--- config.mk ---
export PLATFORM = sky130hd
export DESIGN_NAME = deal_sequencer_flat
export DESIGN_NICKNAME = d
export VERILOG_FILES = /design/src/rtl/deal_sequencer_if.sv /design/src/rtl/deal_sequencer.sv /design/src/flat_wrapper.sv
export SDC_FILE = /design/constraint.sdc
export NUM_CORES = 1
export LEC_CHECK = 0
export BUFFER_PORTS_ARGS = -buffer_cell sky130_fd_sc_hd__buf_4
export CAP_MARGIN = 25
export CORE_MARGIN = 3
export CORE_UTILIZATION = 40
export DETAILED_ROUTE_END_ITERATION = 8
export GPL_ROUTABILITY_DRIVEN = 0
export SLEW_MARGIN = 40
export SYNTH_ARGS = -nofsm -noshare
export SYNTH_HDL_FRONTEND = slang
export SYNTH_SLANG_ARGS = --single-unit
--- constraint.sdc ---
create_clock -name clk_i -period 5 [get_ports clk_i]
set_input_delay 0 -clock clk_i [delete_from_list [all_inputs] [get_ports clk_i]]
set_output_delay 0 -clock clk_i [all_outputs]
set_load 0.05 [all_outputs]
--- src/rtl/deal_sequencer_if.sv ---
// Signal bundle between the blackjack game FSM, the LFSR card source and the deal sequencer.
// Signal suffixes are named from the sequencer's point of view.
interface deal_sequencer_if;
   logic [3:0] card_rnd_i;
   logic       card_rdy_i;
   logic       card_used_o;
   logic       deck_rst_o;
   logic       new_round_i;
   logic       player_hit_i;
   logic       dealer_hit_i;
   logic [3:0] card_val_o;
   logic       card_dest_o;
   logic       card_valid_o;
   logic [5:0] dealt_o;
   logic       busy_o;
   logic       full_err_o;
   logic       tmo_o;

   modport master (
      output card_rnd_i, card_rdy_i, new_round_i, player_hit_i, dealer_hit_i,
      input  card_used_o, deck_rst_o, card_val_o, card_dest_o, card_valid_o,
             dealt_o, busy_o, full_err_o, tmo_o
   );

   modport slave (
      input  card_rnd_i, card_rdy_i, new_round_i, player_hit_i, dealer_hit_i,
      output card_used_o, deck_rst_o, card_val_o, card_dest_o, card_valid_o,
             dealt_o, busy_o, full_err_o, tmo_o
   );
endinterface

--- src/rtl/deal_sequencer.sv ---
// Deal sequencer for one blackjack table: opening deal P,D,P,D, hit arbitration,
// dealt-card accounting and reshuffle pulses toward the LFSR card source.
module deal_sequencer #(
   parameter int unsigned DECK_SIZE = 52,
   parameter int unsigned RESHUF_AT = 40,
   parameter int unsigned TIMEOUT   = 1023
) (
   input  logic             clk_i,
   input  logic             rst_i,
   deal_sequencer_if.slave  bus
);
   typedef enum logic [2:0] {INIT_SHUF, IDLE, SHUF, FETCH, ACK} state_e;

   localparam logic [5:0] DECK_MAX   = 6'(DECK_SIZE);
   localparam logic [6:0] RESHUF_LIM = 7'(RESHUF_AT);
   localparam logic [9:0] WD_MAX     = 10'(TIMEOUT);

   state_e     state_q, state_d;
   logic [5:0] dealt_q, dealt_d;
   logic [2:0] q_cnt_q, q_cnt_d;
   logic [3:0] q_dest_q, q_dest_d;
   logic       p_pend_q, p_pend_d;
   logic       d_pend_q, d_pend_d;
   logic [9:0] wd_q, wd_d;
   logic [3:0] card_val_q, card_val_d;
   logic       card_dest_q, card_dest_d;
   logic       used_q, used_d;
   logic       full_err_q, full_err_d;
   logic       tmo_q, tmo_d;

   logic       p_req, d_req;
   logic [6:0] dealt_ext;

   always_comb begin
      // NOTE: every variable gets a default first so no path leaves it unassigned (no latches).
      state_d     = state_q;
      dealt_d     = dealt_q;
      q_cnt_d     = q_cnt_q;
      q_dest_d    = q_dest_q;
      p_pend_d    = p_pend_q | bus.player_hit_i;
      d_pend_d    = d_pend_q | bus.dealer_hit_i;
      wd_d        = '0;
      card_val_d  = card_val_q;
      card_dest_d = card_dest_q;
      full_err_d  = 1'b0;
      tmo_d       = tmo_q;
      p_req       = p_pend_q | bus.player_hit_i;
      d_req       = d_pend_q | bus.dealer_hit_i;
      dealt_ext   = {1'b0, dealt_q};

      case (state_q)
         INIT_SHUF: begin
            dealt_d = '0;
            state_d = IDLE;
         end
         IDLE: begin
            if (bus.new_round_i) begin
               p_pend_d = 1'b0;
               d_pend_d = 1'b0;
               q_cnt_d  = 3'd4;
               q_dest_d = 4'b1010;   // LSB first: player, dealer, player, dealer
               if (dealt_ext >= RESHUF_LIM || dealt_ext + 7'd4 > {1'b0, DECK_MAX})
                  state_d = SHUF;
               else
                  state_d = FETCH;
            end else if (p_req || d_req) begin
               if (p_req) p_pend_d = 1'b0;
               else       d_pend_d = 1'b0;
               if (dealt_q == DECK_MAX) begin
                  full_err_d = 1'b1;
               end else begin
                  q_cnt_d  = 3'd1;
                  q_dest_d = {3'b000, ~p_req};
                  state_d  = FETCH;
               end
            end
         end
         SHUF: begin
            dealt_d = '0;
            state_d = FETCH;
         end
         FETCH: begin
            if (bus.card_rdy_i) begin
               card_val_d  = bus.card_rnd_i;
               card_dest_d = q_dest_q[0];
               q_dest_d    = q_dest_q >> 1;
               q_cnt_d     = q_cnt_q - 3'd1;
               state_d     = ACK;
            end else if (wd_q == WD_MAX) begin
               tmo_d    = 1'b1;
               q_cnt_d  = '0;
               q_dest_d = '0;
               p_pend_d = 1'b0;
               d_pend_d = 1'b0;
               state_d  = IDLE;
            end else begin
               wd_d = wd_q + 10'd1;
            end
         end
         ACK: begin
            if (dealt_q != DECK_MAX) dealt_d = dealt_q + 6'd1;
            state_d = (q_cnt_q != 3'd0) ? FETCH : IDLE;
         end
         default: state_d = INIT_SHUF;
      endcase

      used_d = (state_d == ACK);
   end

   always_ff @(posedge clk_i) begin
      // NOTE: state registers use non-blocking assignments so every flop samples pre-edge values.
      if (rst_i) begin
         state_q     <= INIT_SHUF;
         dealt_q     <= '0;
         q_cnt_q     <= '0;
         q_dest_q    <= '0;
         p_pend_q    <= 1'b0;
         d_pend_q    <= 1'b0;
         wd_q        <= '0;
         card_val_q  <= '0;
         card_dest_q <= 1'b0;
         used_q      <= 1'b0;
         full_err_q  <= 1'b0;
         tmo_q       <= 1'b0;
      end else begin
         state_q     <= state_d;
         dealt_q     <= dealt_d;
         q_cnt_q     <= q_cnt_d;
         q_dest_q    <= q_dest_d;
         p_pend_q    <= p_pend_d;
         d_pend_q    <= d_pend_d;
         wd_q        <= wd_d;
         card_val_q  <= card_val_d;
         card_dest_q <= card_dest_d;
         used_q      <= used_d;
         full_err_q  <= full_err_d;
         tmo_q       <= tmo_d;
      end
   end

   // State sits in INIT_SHUF while reset is held; gate so outputs read 0 until release.
   assign bus.deck_rst_o   = (state_q == SHUF) || (state_q == INIT_SHUF && !rst_i);
   assign bus.busy_o       = (state_q != IDLE) && !rst_i;
   assign bus.card_used_o  = used_q;
   assign bus.card_valid_o = used_q;
   assign bus.card_val_o   = card_val_q;
   assign bus.card_dest_o  = card_dest_q;
   assign bus.dealt_o      = dealt_q;
   assign bus.full_err_o   = full_err_q;
   assign bus.tmo_o        = tmo_q;
endmodule
--- src/flat_wrapper.sv ---
// flat-port wrapper written by rule: the top's interface ports become plain ports
module deal_sequencer_flat 
#(
   parameter int unsigned DECK_SIZE = 52,
   parameter int unsigned RESHUF_AT = 40,
   parameter int unsigned TIMEOUT   = 1023
)
  (clk_i, rst_i, bus_card_rnd_i, bus_card_rdy_i, bus_new_round_i, bus_player_hit_i, bus_dealer_hit_i, bus_card_used_o, bus_deck_rst_o, bus_card_val_o, bus_card_dest_o, bus_card_valid_o, bus_dealt_o, bus_busy_o, bus_full_err_o, bus_tmo_o);
  deal_sequencer_if bus_i ();
  input  logic clk_i;
  input  logic rst_i;
  input wire logic [$bits(bus_i.card_rnd_i)-1:0] bus_card_rnd_i;
  input wire logic [$bits(bus_i.card_rdy_i)-1:0] bus_card_rdy_i;
  input wire logic [$bits(bus_i.new_round_i)-1:0] bus_new_round_i;
  input wire logic [$bits(bus_i.player_hit_i)-1:0] bus_player_hit_i;
  input wire logic [$bits(bus_i.dealer_hit_i)-1:0] bus_dealer_hit_i;
  output wire logic [$bits(bus_i.card_used_o)-1:0] bus_card_used_o;
  output wire logic [$bits(bus_i.deck_rst_o)-1:0] bus_deck_rst_o;
  output wire logic [$bits(bus_i.card_val_o)-1:0] bus_card_val_o;
  output wire logic [$bits(bus_i.card_dest_o)-1:0] bus_card_dest_o;
  output wire logic [$bits(bus_i.card_valid_o)-1:0] bus_card_valid_o;
  output wire logic [$bits(bus_i.dealt_o)-1:0] bus_dealt_o;
  output wire logic [$bits(bus_i.busy_o)-1:0] bus_busy_o;
  output wire logic [$bits(bus_i.full_err_o)-1:0] bus_full_err_o;
  output wire logic [$bits(bus_i.tmo_o)-1:0] bus_tmo_o;
  assign bus_i.card_rnd_i = bus_card_rnd_i;
  assign bus_i.card_rdy_i = bus_card_rdy_i;
  assign bus_i.new_round_i = bus_new_round_i;
  assign bus_i.player_hit_i = bus_player_hit_i;
  assign bus_i.dealer_hit_i = bus_dealer_hit_i;
  assign bus_card_used_o = bus_i.card_used_o;
  assign bus_deck_rst_o = bus_i.deck_rst_o;
  assign bus_card_val_o = bus_i.card_val_o;
  assign bus_card_dest_o = bus_i.card_dest_o;
  assign bus_card_valid_o = bus_i.card_valid_o;
  assign bus_dealt_o = bus_i.dealt_o;
  assign bus_busy_o = bus_i.busy_o;
  assign bus_full_err_o = bus_i.full_err_o;
  assign bus_tmo_o = bus_i.tmo_o;
  deal_sequencer #(.DECK_SIZE(DECK_SIZE), .RESHUF_AT(RESHUF_AT), .TIMEOUT(TIMEOUT)) u_core (.clk_i(clk_i), .rst_i(rst_i), .bus(bus_i));
endmodule
==> results of run 1 <==
## worst max-delay path: cells and delay by family, from the launching register on
family,cells,cell delay (ns)
fa+ha+maj,1,0.24
simple gates,4,1.22
flops,1,0.33
## power by group
part	leakage, nW	switching [mW]	internal [mW]	total [mW]
clock network	0.0503	0.0950	0.123	0.218
registers	0.292	0.00889	0.295	0.304
logic	0.470	0.0434	0.0329	0.0764
total	0.812	0.147	0.451	0.598
## cell type report
| class | instances | area, um^2 | share of cell area (%) |
|---|---|---|---|
| inverters | 10 | 37.54 | 1.819 |
| flip-flops and latches | 36 | 720.7 | 34.93 |
| multi-input cells | 140 | 910.9 | 44.15 |
| well taps | 50 | 62.56 | 3.032 |
| repair buffers | 30 | 235.2 | 11.40 |
| clock buffers | 7 | 96.34 | 4.669 |
## layout by cell type (no fill, tap or decap), types with 2 or more instances in the layout
cell / n
a211oi_1: 2
a21oi_1: 13
a31oi_1: 2
and3_1: 3
and4_1: 2
buf_4: 26
clkbuf_8: 7
dfxtp_1: 36
dlygate4sd3_1: 4
ha_1: 5
inv_1: 10
mux2_4: 2
mux2i_1: 3
nand2_1: 17
nand2b_1: 4
nand3_1: 7
nand3b_1: 2
nand4_1: 2
nand4b_1: 2
nor2_1: 28
nor3_1: 3
nor4_1: 3
o211ai_1: 2
o21ai_0: 3
o21bai_1: 2
xnor2_1: 4
xor2_1: 8
## logic make-up (layout without fill, tap and decap cells)
kind of cell,count (synthesis),in the layout,synth area share [%]
xor gates and xnor gates,12,12,6.136
adders and majority gates,5,5,3.652
muxes,5,5,3.506
and+or+nand+nor,81,81,23.89
buffers and inverters,20,47,4.749
DFF,36,36,42.07
AOI/OAI and AO/OA,37,37,16.00
## synthesized netlist by cell type (3+ instances only)
master / count
mux2i_1: 3
xor2_1: 8
nor3_1: 3
dfxtp_1: 36
xnor2_1: 4
nand2b_1: 4
ha_1: 5
o21ai_0: 3
inv_1: 10
nor2_1: 28
a21oi_1: 13
nand3_1: 7
nor4_1: 3
and3_1: 3
clkbuf_1: 7
nand2_1: 17
## metal layers
layer | GRT usage [%] | wire length, um | vias to the layer above
met5 | 0 | 0 | -
met4 | 3.758 | 29 | 0
met3 | 3.506 | 150 | 4
met2 | 24.49 | 1657 | 30
met1 | 18.66 | 1723 | 683
li1 | - | - | 738
## sequential cells by signal (all words and copies together), names as in the netlist
name                    cells
u_core.d_pend_q             1
u_core.bus.tmo_o            1
u_core.bus.full_err_o       1
u_core.bus.card_dest_o      1
u_core.bus.card_val_o       4
u_core.state_q              3
u_core.bus.card_used_o      1
u_core.wd_q                10
u_core.q_cnt_q              3
u_core.q_dest_q             4
u_core.bus.dealt_o          6
u_core.p_pend_q             1
## stage by stage
| stage | instance area (um^2) | cells | total power, mW | worst slack, ns | util (%) |
|---|---|---|---|---|---|
| CTS | 2063 | 273 | 0.6051 | 3.127 | 50.85 |
| finish | 2063 | 273 | 0.5981 | 3.133 | 50.85 |
| global route | 2063 | 273 | 0.6259 | 3.020 | 50.85 |
| detailed placement | 1927 | 262 | 0.3846 | 3.140 | 47.49 |
| global placement | 1927 | 262 | 0.3828 | 3.208 | 47.49 |
| floorplan | 1713 | 196 | 0.3638 | 2.974 | - |
## worst paths after layout
kind                                                from  slack [ns]                  endpoint
worst max register to register            u_core.wd_q[0]        3.13            u_core.wd_q[8]
worst max-delay path                      u_core.wd_q[0]        3.13            u_core.wd_q[8]
worst min-delay path                    bus_dealer_hit_i        0.03           u_core.d_pend_q
worst min register to register  u_core.bus.card_val_o[3]        0.46  u_core.bus.card_val_o[3]
==> Implementation_results.wiki, run 1 <==
{| class="wikitable"
! Metric !! Value
|-
| Run status || finished, final reports clean
|-
| Slew headroom || between 60% and 70%
|-
| Avg Vias per Cell || about 5.3
|-
| Core area || ~4100 um^2
|-
| Antenna viol nets, final || 0
|-
| Number of placement rows || 23
|-
| Setup CP Type || register to register
|-
| Share of post-route cells with drive strength above 1 || 18.39%
|-
| Power density relative to cell area || around 290 nW/um^2
|-
| Clock network latency to the later pin of the worst-skew pair || about 0.28 ns
|-
| Critical-path maximum fanout || 10
|-
| Cells taking the most area after synthesis || dfxtp_1 (42%), nor2_1 (6.1%), xor2_1 (4.1%)
|-
| Antenna violations before repair || 0
|-
| Final nets || roughly 240
|-
| Count of boundary I/O pins || 27
|-
| Post-synthesis cell type with the largest combined area || dfxtp_1
|-
| Global Route Usage Sum || roughly 15%
|-
| Maximum VDD drop || 0.0002234 V
|-
| Number of unique standard cell types used by synthesis || 48
|-
| Worst Max-Slew Pin Slew || 0.4873 ns
|-
| Quantity of gates resized following cts || 0
|-
| Fraction of post-synthesis cell area in the top cell type by area || ~42%
|-
| H-tree depth || 2
|-
| Number of pins with negative max-slew slack in the final report || 0
|-
| Cts hold-fix bufs || 4
|-
| Largest net degree at the start of global routing || 33
|-
| Final total negative setup slack || 0 ns
|-
| Critical-path cell list || ha_1 -> and4_1 -> and3_1 -> or4_1 -> nor2_1
|-
| Number of warnings reported in the yosys synthesis log || 0
|-
| Die span in y || around 70 um
|-
| Wire length of the first global-routing pass || about 6100 um
|-
| Number of input and output port buffers inserted || 26
|-
| Syn_area_per_cell || 8.739 um^2
|-
| Fin crit share || 37.34%
|-
| Number of global-route vias before repair || around 1400
|-
| Max clock buf depth || 2
|-
| Total congestion overflow || 0
|-
| Final Routed Wirelength || between 3000 and 4000 um
|-
| Post-CTS Setup Repair Bufs || 0
|-
| Diode insertion count for antenna repair || 0
|-
| Total via count after detailed routing || 1455
|-
| Clock transition time at the flip-flop clock pins of the worst setup and hold paths || about 0.060 ns
|-
| Arrival time reported for the critical path endpoint || about 2.1 ns
|-
| Worst hold path class || input pin to register
|-
| Kind of start point of the critical path || register
|-
| Floorplan die area || approximately 5100 um^2
|-
| Total of fill cells in the finished design || between 300 and 400
|-
| Synthesis-stage register bit count || 36
|-
| Effective utilization at floorplan || between 40% and 50%
|-
| Fraction of the yosys area taken by sequential cells || 42.07%
|-
| Number of hold violations in the final report || 0
|-
| Slowest cell delay on critical path || slightly below 0.6 ns
|-
| Final Critical Period || about 1.9 ns
|-
| Area grow syn2layout || 20.45%
|-
| Post-synthesis cell area || 1713 um^2
|-
| Unrepaired setup endpoints after global routing || false
|-
| Post-synth ARST share || 0%
|-
| First-pass detailed-route iteration total || 4
|-
| Type of element capturing the critical path || register
|-
| Max-cap violation count || 0
|-
| Final setup violation count || 0
|-
| Half-perimeter wire length after detailed placement || between 2000 and 3000 um
|-
| Post-synth EDFFs || 0
|-
| Cells after Synth || 196
|-
| Net Count, Synth || approximately 210
|-
| Horizontal extent of the die || ~71 um
|-
| Sink Count || 36
|-
| Fmax achieved || approximately 540 MHz
|-
| Worst Path Required || 5.21 ns
|-
| Slowest-stage cell, CP || or4_1
|-
| Count of cells along the worst hold path || 3
|-
| Detail-routed net length per standard cell || ~13 um
|-
| Hold slack final || approximately 0.027 ns
|-
| Worst r2r path cells || 5
|-
| CTS Buf Count || 5
|-
| Detailed Route Iter0 Violations || 53
|-
| Cell at the root of the clock tree || clkbuf_8
|-
| Ys flop type || dfxtp_1
|-
| Static leakage || ~0.8 nW
|-
| TritonCTS clock tree || yes
|-
| Clock skew after layout || between 0.006 and 0.007 ns
|-
| DRC || 0
|}
Power figures use the tool's default switching activity.
==> inputs of run 2 (changes only) <==
clock period = 1.8 ns   (was 5 ns; I/O delays follow)
==> run 2 against run 1 <==
Final area is 3.9% higher. Sequential cell count stayed put. Core utilization is 2.0 points higher. Via count is 3.8% higher. Clock-buffer cell count is 1 lower. Clock skew is 0.0017 ns higher. Global-route usage is 2.1 points higher. Critical path type unchanged.
==> Implementation_results.wiki, run 2 (same netlist as run 1, synthesis figures left out) <==
{| class="wikitable"
! Metric !! Value
|-
| Inst Count DP || 270
|-
| Detail-routed net length per standard cell || around 14 um
|-
| Final setup violation count || 0
|-
| Worst Max-Slew Pin Slew || roughly 0.44 ns
|-
| Area grow syn2layout || 25.13%
|-
| Number of placement rows || 23
|-
| Worst Path Required || 1.98 ns
|-
| Largest reg by FF count || u_core.wd_q
|-
| Diode insertion count for antenna repair || 0
|-
| Clock network latency to the later pin of the worst-skew pair || between 0.2 and 0.3 ns
|-
| Max clock buf depth || 2
|-
| Type of element capturing the critical path || register
|-
| Horizontal extent of the die || slightly above 70 um
|-
| H-tree depth || 2
|-
| Total via count after detailed routing || between 1500 and 2000
|-
| Hold wc startpoint || bus_dealer_hit_i
|-
| Slew headroom || 70.54%
|-
| Fin crit share || a little over nine tenths
|-
| Power density relative to cell area || between 700 and 800 nW/um^2
|-
| Most frequent cells in the layout || buf_4 (35), dfxtp_1 (33), nor2_1 (28)
|-
| DRC || 0
|-
| Number of pins with negative max-slew slack in the final report || 0
|-
| Effective utilization at floorplan || about 42%
|-
| Arrival time reported for the critical path endpoint || ~1.9 ns
|-
| Wire length of the first global-routing pass || between 6000 and 7000 um
|-
| Half-perimeter wire length after detailed placement || 2834 um
|-
| Share of post-route cells with drive strength above 1 || between 20% and 30%
|-
| Floorplan die area || approximately 5100 um^2
|-
| Worst hold path class || input pin to register
|-
| Maximum VDD drop || roughly 0.00040 V
|-
| Global Route Usage Sum || between 10% and 20%
|-
| Fmax achieved || a little under 600 MHz
|-
| Final Routed Wirelength || just under 4000 um
|-
| Number of flip-flops in the largest register || 10
|-
| First-pass detailed-route iteration total || 4
|-
| Total congestion overflow || 0
|-
| Avg Vias per Cell || around 5.3
|-
| Setup CP Type || register to register
|-
| Number of global-route vias before repair || between 1000 and 1500
|-
| Number of hold violations in the final report || 0
|-
| Die span in y || just over 70 um
|-
| Antenna violations before repair || 0
|-
| Sink Count || 36
|-
| Detailed Route Iter0 Violations || between 80 and 90
|-
| TritonCTS clock tree || yes
|-
| Hold slack final || roughly 0.027 ns
|-
| Reg2Reg Launch Point || u_core.wd_q[0]
|-
| Static leakage || 0.8621 nW
|-
| Antenna viol nets, final || 0
|-
| Clock skew after layout || around 0.0086 ns
|-
| Unrepaired setup endpoints after global routing || false
|-
| Critical-path maximum fanout || 5
|-
| Clock transition time at the flip-flop clock pins of the worst setup and hold paths || 0.07 ns
|-
| Cell at the root of the clock tree || clkbuf_8
|-
| Non-filler cells in the finished layout || approximately 280
|-
| Final Critical Period || between 1.5 and 2 ns
|-
| Number of input and output port buffers inserted || 26
|-
| CP Launch Point || u_core.wd_q[0]
|-
| Kind of start point of the critical path || register
|-
| Most common library cell in the layout ignoring fill and taps || buf_4
|-
| Count of boundary I/O pins || 27
|-
| Final total negative setup slack || 0 ns
|-
| Max-cap violation count || 0
|-
| Run status || finished, final reports clean
|-
| Core area || 4058 um^2
|-
| Largest net degree at the start of global routing || 33
|-
| Final nets || around 250
|-
| CTS Buf Count || 5
|}
-- run 2: changes by cell type in the layout (fill, tap and decap cells not counted), sizes merged --
cell and change:
buf +9, clkinv +2, clkbuf -1
-- run 2: what timing repair did --
| action | CTS | global route |
|---|---|---|
| resized for setup | 1 | 1 |
| endpoints found under the setup margin | 2 | 4 |
| buffers inserted | 0 | 1 |
| hold endpoints to repair | 4 | 0 |
| hold buffers | 4 | 0 |
| pin swaps | 0 | 1 |
-- run 2: power by group --
group | switching, mW | total (mW) | internal [mW]
logic | 0.134 | 0.240 | 0.105
clock network | 0.289 | 0.594 | 0.305
registers | 0.0196 | 0.838 | 0.818
total | 0.443 | 1.67 | 1.23
-- run 2: path summary, 6_finish.rpt --
kind | endpoint | slack, ns | cells after the start
setup / recovery | u_core.q_dest_q[1] | 0.08 | 5
hold / removal | u_core.d_pend_q | 0.03 | 3
setup reg to reg | u_core.q_dest_q[1] | 0.08 | 5
hold reg to reg | u_core.bus.card_val_o[3] | 0.46 | 2
-- run 2: final cells by class --
cell class	count	area (um^2)
sequential	36	726.9
clock inverter	2	10.01
inverter	10	37.54
multi-input combinational	140	920.9
fill	381	1914
clock buffer	6	82.58
tap	50	62.56
timing repair buffer	39	302.8
-- run 2: layer usage --
layer	GRT usage, %	up-vias	part of all wire, %
met5	0	-	0
met4	6.054	0	1.2
met3	5.610	6	4.5
met2	27.96	32	48
met1	19.60	716	46
li1	-	756	-
-- run 2: per-stage QoR --
stage	cell area (um^2)	power (mW)	worst slack [ns]	utilization, %
after detailed placement	1998	1.081	0.007112	49.24
final	2143	1.671	0.08259	52.82
after global routing	2143	1.747	0.009587	52.82
after global placement	1998	1.076	0.07089	49.24
after CTS	2135	1.672	0.07530	52.61
after floorplan	1724	1.011	0.01070	-
-- run 2: critical path, stage by stage, from the launching register on --
cell	delay, ns
dfxtp_1	0.33
ha_1	0.21
and4_2	0.26
a31oi_1	0.34
a211o_4	0.19
mux2_4	0.29
==> inputs of run 3 (changes only) <==
ABC_AREA = 1   (was unset)
CORE_MARGIN = 1   (was 3)
GPL_ROUTABILITY_DRIVEN = unset   (was 0)
==> run 3 against run 2 <==
Worst setup slack improved by 0.15 ns. Combinational power increased by 22%. Highest routed layer unchanged. Synthesized cell count increased by 25%. Sequential cell count unchanged. Core utilization decreased by 0.31 points. Clock skew increased by 0.00063 ns. Routed wire length decreased by 6.8%. Global-route usage increased by 1.8 points. Synthesized area increased by 2.8%. Largest power group unchanged. Total power increased by 4.5%. Critical path type unchanged. Via count increased by 4.3%.
==> Implementation_results.wiki, run 3 <==
{| class="wikitable"
! Metric !! Value
|-
| Final total negative setup slack || 0 ns
|-
| Final setup violation count || 0
|-
| Post-synthesis cell area || 1762 um^2
|-
| Number of input and output port buffers inserted || 26
|-
| Endpoint of the worst register-to-register path || u_core.q_cnt_q[2]
|-
| Number of unique standard cell types used by synthesis || 30
|-
| Final nets || a little under 300
|-
| Cell at the root of the clock tree || clkbuf_8
|-
| Kind of start point of the critical path || register
|-
| Number of global-route vias before repair || ~1400
|-
| Power density relative to cell area || slightly above 800 nW/um^2
|-
| Post-synth ARST share || 0%
|-
| Area share of fa/ha/maj cells after synthesis || about 3.6%
|-
| Synth Area in XOR/XNOR || around 1.5%
|-
| Final setup margin || about 0.23 ns
|-
| Detail-routed net length per standard cell || roughly 11 um
|-
| Horizontal extent of the die || between 60 and 70 um
|-
| Antenna violations before repair || 0
|-
| Total of fill cells in the finished design || approximately 430
|-
| DRC || 0
|-
| Number of placement rows || 23
|-
| Most frequently used cell type in the post-synthesis netlist || nand2_1
|-
| Most frequent cells in the layout || nand2_1 (50), nor2_1 (37), dfxtp_1 (35)
|-
| Fraction of the yosys area taken by sequential cells || 40.91%
|-
| Simple-gate area share of the yosys netlist || 35.72%
|-
| Floorplan die area || about 4700 um^2
|-
| Number of warnings reported in the yosys synthesis log || 0
|-
| Clock network latency to the later pin of the worst-skew pair || 0.29 ns
|-
| CP Launch Point || u_core.bus.dealt_o[0]
|-
| Placement Setup Slack || roughly 0.19 ns
|-
| Fmax achieved || 638.7 MHz
|-
| First-pass detailed-route iteration total || 4
|-
| Reg2Reg Launch Point || u_core.bus.dealt_o[0]
|-
| Final Critical Period || about 1.6 ns
|-
| Global Route Usage Sum || 18.45%
|-
| Die span in y || between 60 and 70 um
|-
| Clock transition time at the flip-flop clock pins of the worst setup and hold paths || roughly 0.080 ns
|-
| Static leakage || roughly 0.93 nW
|-
| TritonCTS clock tree || yes
|-
| Most common library cell in the layout ignoring fill and taps || nand2_1
|-
| Number of flip-flops in the largest register || 10
|-
| Worst r2r path cells || 11
|-
| Inst Count DP || 317
|-
| Multiplexer area fraction after synthesis || 0%
|-
| Compound-gate portion of the synthesized area || a little under a tenth
|-
| Synthesis-stage register bit count || 36
|-
| Setup CP Type || register to register
|-
| H-tree depth || 2
|-
| Post-CTS Setup Repair Bufs || 0
|-
| Post-synthesis cell type with the largest combined area || dfxtp_1
|-
| Net Count, Synth || 260
|-
| CTS Buf Count || 5
|-
| Max-cap violation count || 0
|-
| Max clock buf depth || 2
|-
| Worst Max-Slew Pin Slew || between 0.4 and 0.5 ns
|-
| Largest net degree at the start of global routing || 15
|-
| Post-route core utilization || 52.51%
|-
| Worst reg-to-reg setup slack || about 0.23 ns
|-
| Post-route cell area || about 2200 um^2
|-
| Slew headroom || 68.50%
|-
| Cells after Synth || between 200 and 250
|-
| Cells taking the most area after synthesis || dfxtp_1 (41%), nand2_1 (11%), nor2_1 (7.9%)
|-
| Clock skew after layout || between 0.009 and 0.01 ns
|-
| Diode insertion count for antenna repair || 0
|-
| Total congestion overflow || 0
|-
| Sink Count || 36
|-
| Syn_area_per_cell || 7.191 um^2
|-
| Area of placed instances || about 2000 um^2
|-
| Avg Vias per Cell || between 4 and 5
|-
| Maximum VDD drop || around 0.00043 V
|-
| Worst hold path class || input pin to register
|-
| Detailed Route Iter0 Violations || 119
|-
| Share of post-route cells with drive strength above 1 || between 10% and 20%
|-
| Fin crit share || between 80% and 90%
|-
| Non-filler cells in the finished layout || roughly 330
|-
| Wire length of the first global-routing pass || 6127 um
|-
| Post-synth EDFFs || 0
|-
| Arrival time reported for the critical path endpoint || between 1.5 and 2 ns
|-
| Ys flop type || dfxtp_1
|-
| Number of pins with negative max-slew slack in the final report || 0
|-
| Worst Path Required || ~2.0 ns
|-
| Half-perimeter wire length after detailed placement || approximately 2700 um
|-
| CP endpoint || u_core.q_cnt_q[2]
|-
| Area grow syn2layout || 22.66%
|-
| Count of boundary I/O pins || 27
|-
| Fraction of post-synthesis cell area in the top cell type by area || roughly two fifths
|-
| Antenna viol nets, final || 0
|-
| Top cells by count, synth || nand2_1 (50), nor2_1 (37), dfxtp_1 (36)
|-
| Type of element capturing the critical path || register
|-
| Largest reg by FF count || u_core.wd_q
|-
| Core area || between 4000 and 5000 um^2
|-
| Number of hold violations in the final report || 0
|-
| Final estimated routing congestion in global placement || about 0.8
|-
| Effective utilization at floorplan || between 40% and 50%
|-
| Total via count after detailed routing || 1575
|-
| Run status || finished, final reports clean
|-
| Largest family of logic cells by synthesized area || simple AND/OR/NAND/NOR gates
|-
| Unrepaired setup endpoints after global routing || false
|-
| Final Routed Wirelength || 3702 um
|-
| Critical-path maximum fanout || 12
|}
[run 3: cell count changes in the layout (fill, tap and decap cells not counted), moves of 4 or more]
cell	previous run	this run
xor2_1	8	1
buf_4	35	28
nor2_4	0	5
nor2_1	28	37
nand3_1	7	15
inv_1	10	32
nand2b_1	4	0
a21oi_1	13	18
nand2_2	0	5
o21ai_0	3	7
nand2_1	17	50
nand4_1	2	6
[run 3: cells by family (layout without fill, tap and decap cells)]
family | count (synthesis) | in the layout
AO/OA/AOI/OAI | 30 | 30
XOR/XNOR | 3 | 3
adder cells (fa/ha/maj) | 5 | 5
buffers and inverters | 40 | 76
flip-flops | 36 | 36
AND/OR/NAND/NOR | 131 | 131
[run 3: metrics by stage]
step / hold WS, ns / total power [mW]
4_1_cts: 0.005547 / 1.761
6_report: 0.01057 / 1.746
2_1_floorplan: 0.06941 / 1.077
3_3_place_gp: 0.2181 / 1.148
5_1_grt: 0.04478 / 1.840
3_5_place_dp: 0.2125 / 1.150
[run 3: timing repair]
action / 4_1_cts / 5_1_grt
endpoints found under the hold margin: 13 / 0
resized for setup: 0 / 1
hold buffers: 6 / 0
endpoints found under the setup margin: 0 / 1
[run 3: report_power, final]
part | switching, mW | internal (mW) | total [mW]
Sequential | 0.0197 | 0.831 | 0.851
Clock | 0.292 | 0.311 | 0.603
Combinational | 0.190 | 0.103 | 0.292
[run 3: worst max-delay path, cell delays in order, from the launching register on]
cell	delay, ns
dfxtp_2	0.40
inv_1	0.07
ha_1	0.19
nand2_1	0.06
inv_1	0.04
nand2_1	0.10
nand2_1	0.09
nand2_1	0.16
nand3_4	0.16
nand2_1	0.09
nand2_1	0.04
nor2_1	0.10
[run 3: per-layer routing]
metal  up-vias  global-route usage [%]  share of wire, %
met4         0                   12.50               1.6
met2        31                   26.47                43
li1        851                       -                 -
met1       689                   24.07                51
met3         4                   4.500               4.9
met5         -                       0                 0
[run 3: area by class of cell]
| cell class | count | area [um^2] | area share, % |
|---|---|---|---|
| clock buffers | 7 | 86.33 | 3.995 |
| flip-flops and latches | 36 | 721.9 | 33.41 |
| repair buffers | 34 | 270.3 | 12.51 |
| well taps | 50 | 62.56 | 2.895 |
| inverters | 34 | 127.6 | 5.906 |
| multi-input cells | 169 | 884.6 | 40.94 |
| clock inverters | 1 | 7.507 | 0.3474 |
[run 3: worst min path at each step]
stage                                       end             start  cells past startpoint
after global placement    u_core.bus.full_err_o   bus_new_round_i                      2
after floorplan               u_core.state_q[0]             rst_i                      1
after global routing            u_core.d_pend_q  bus_dealer_hit_i                      3
final                           u_core.d_pend_q  bus_dealer_hit_i                      3
after detailed placement  u_core.bus.full_err_o   bus_new_round_i                      2
after CTS                       u_core.d_pend_q  bus_dealer_hit_i                      3
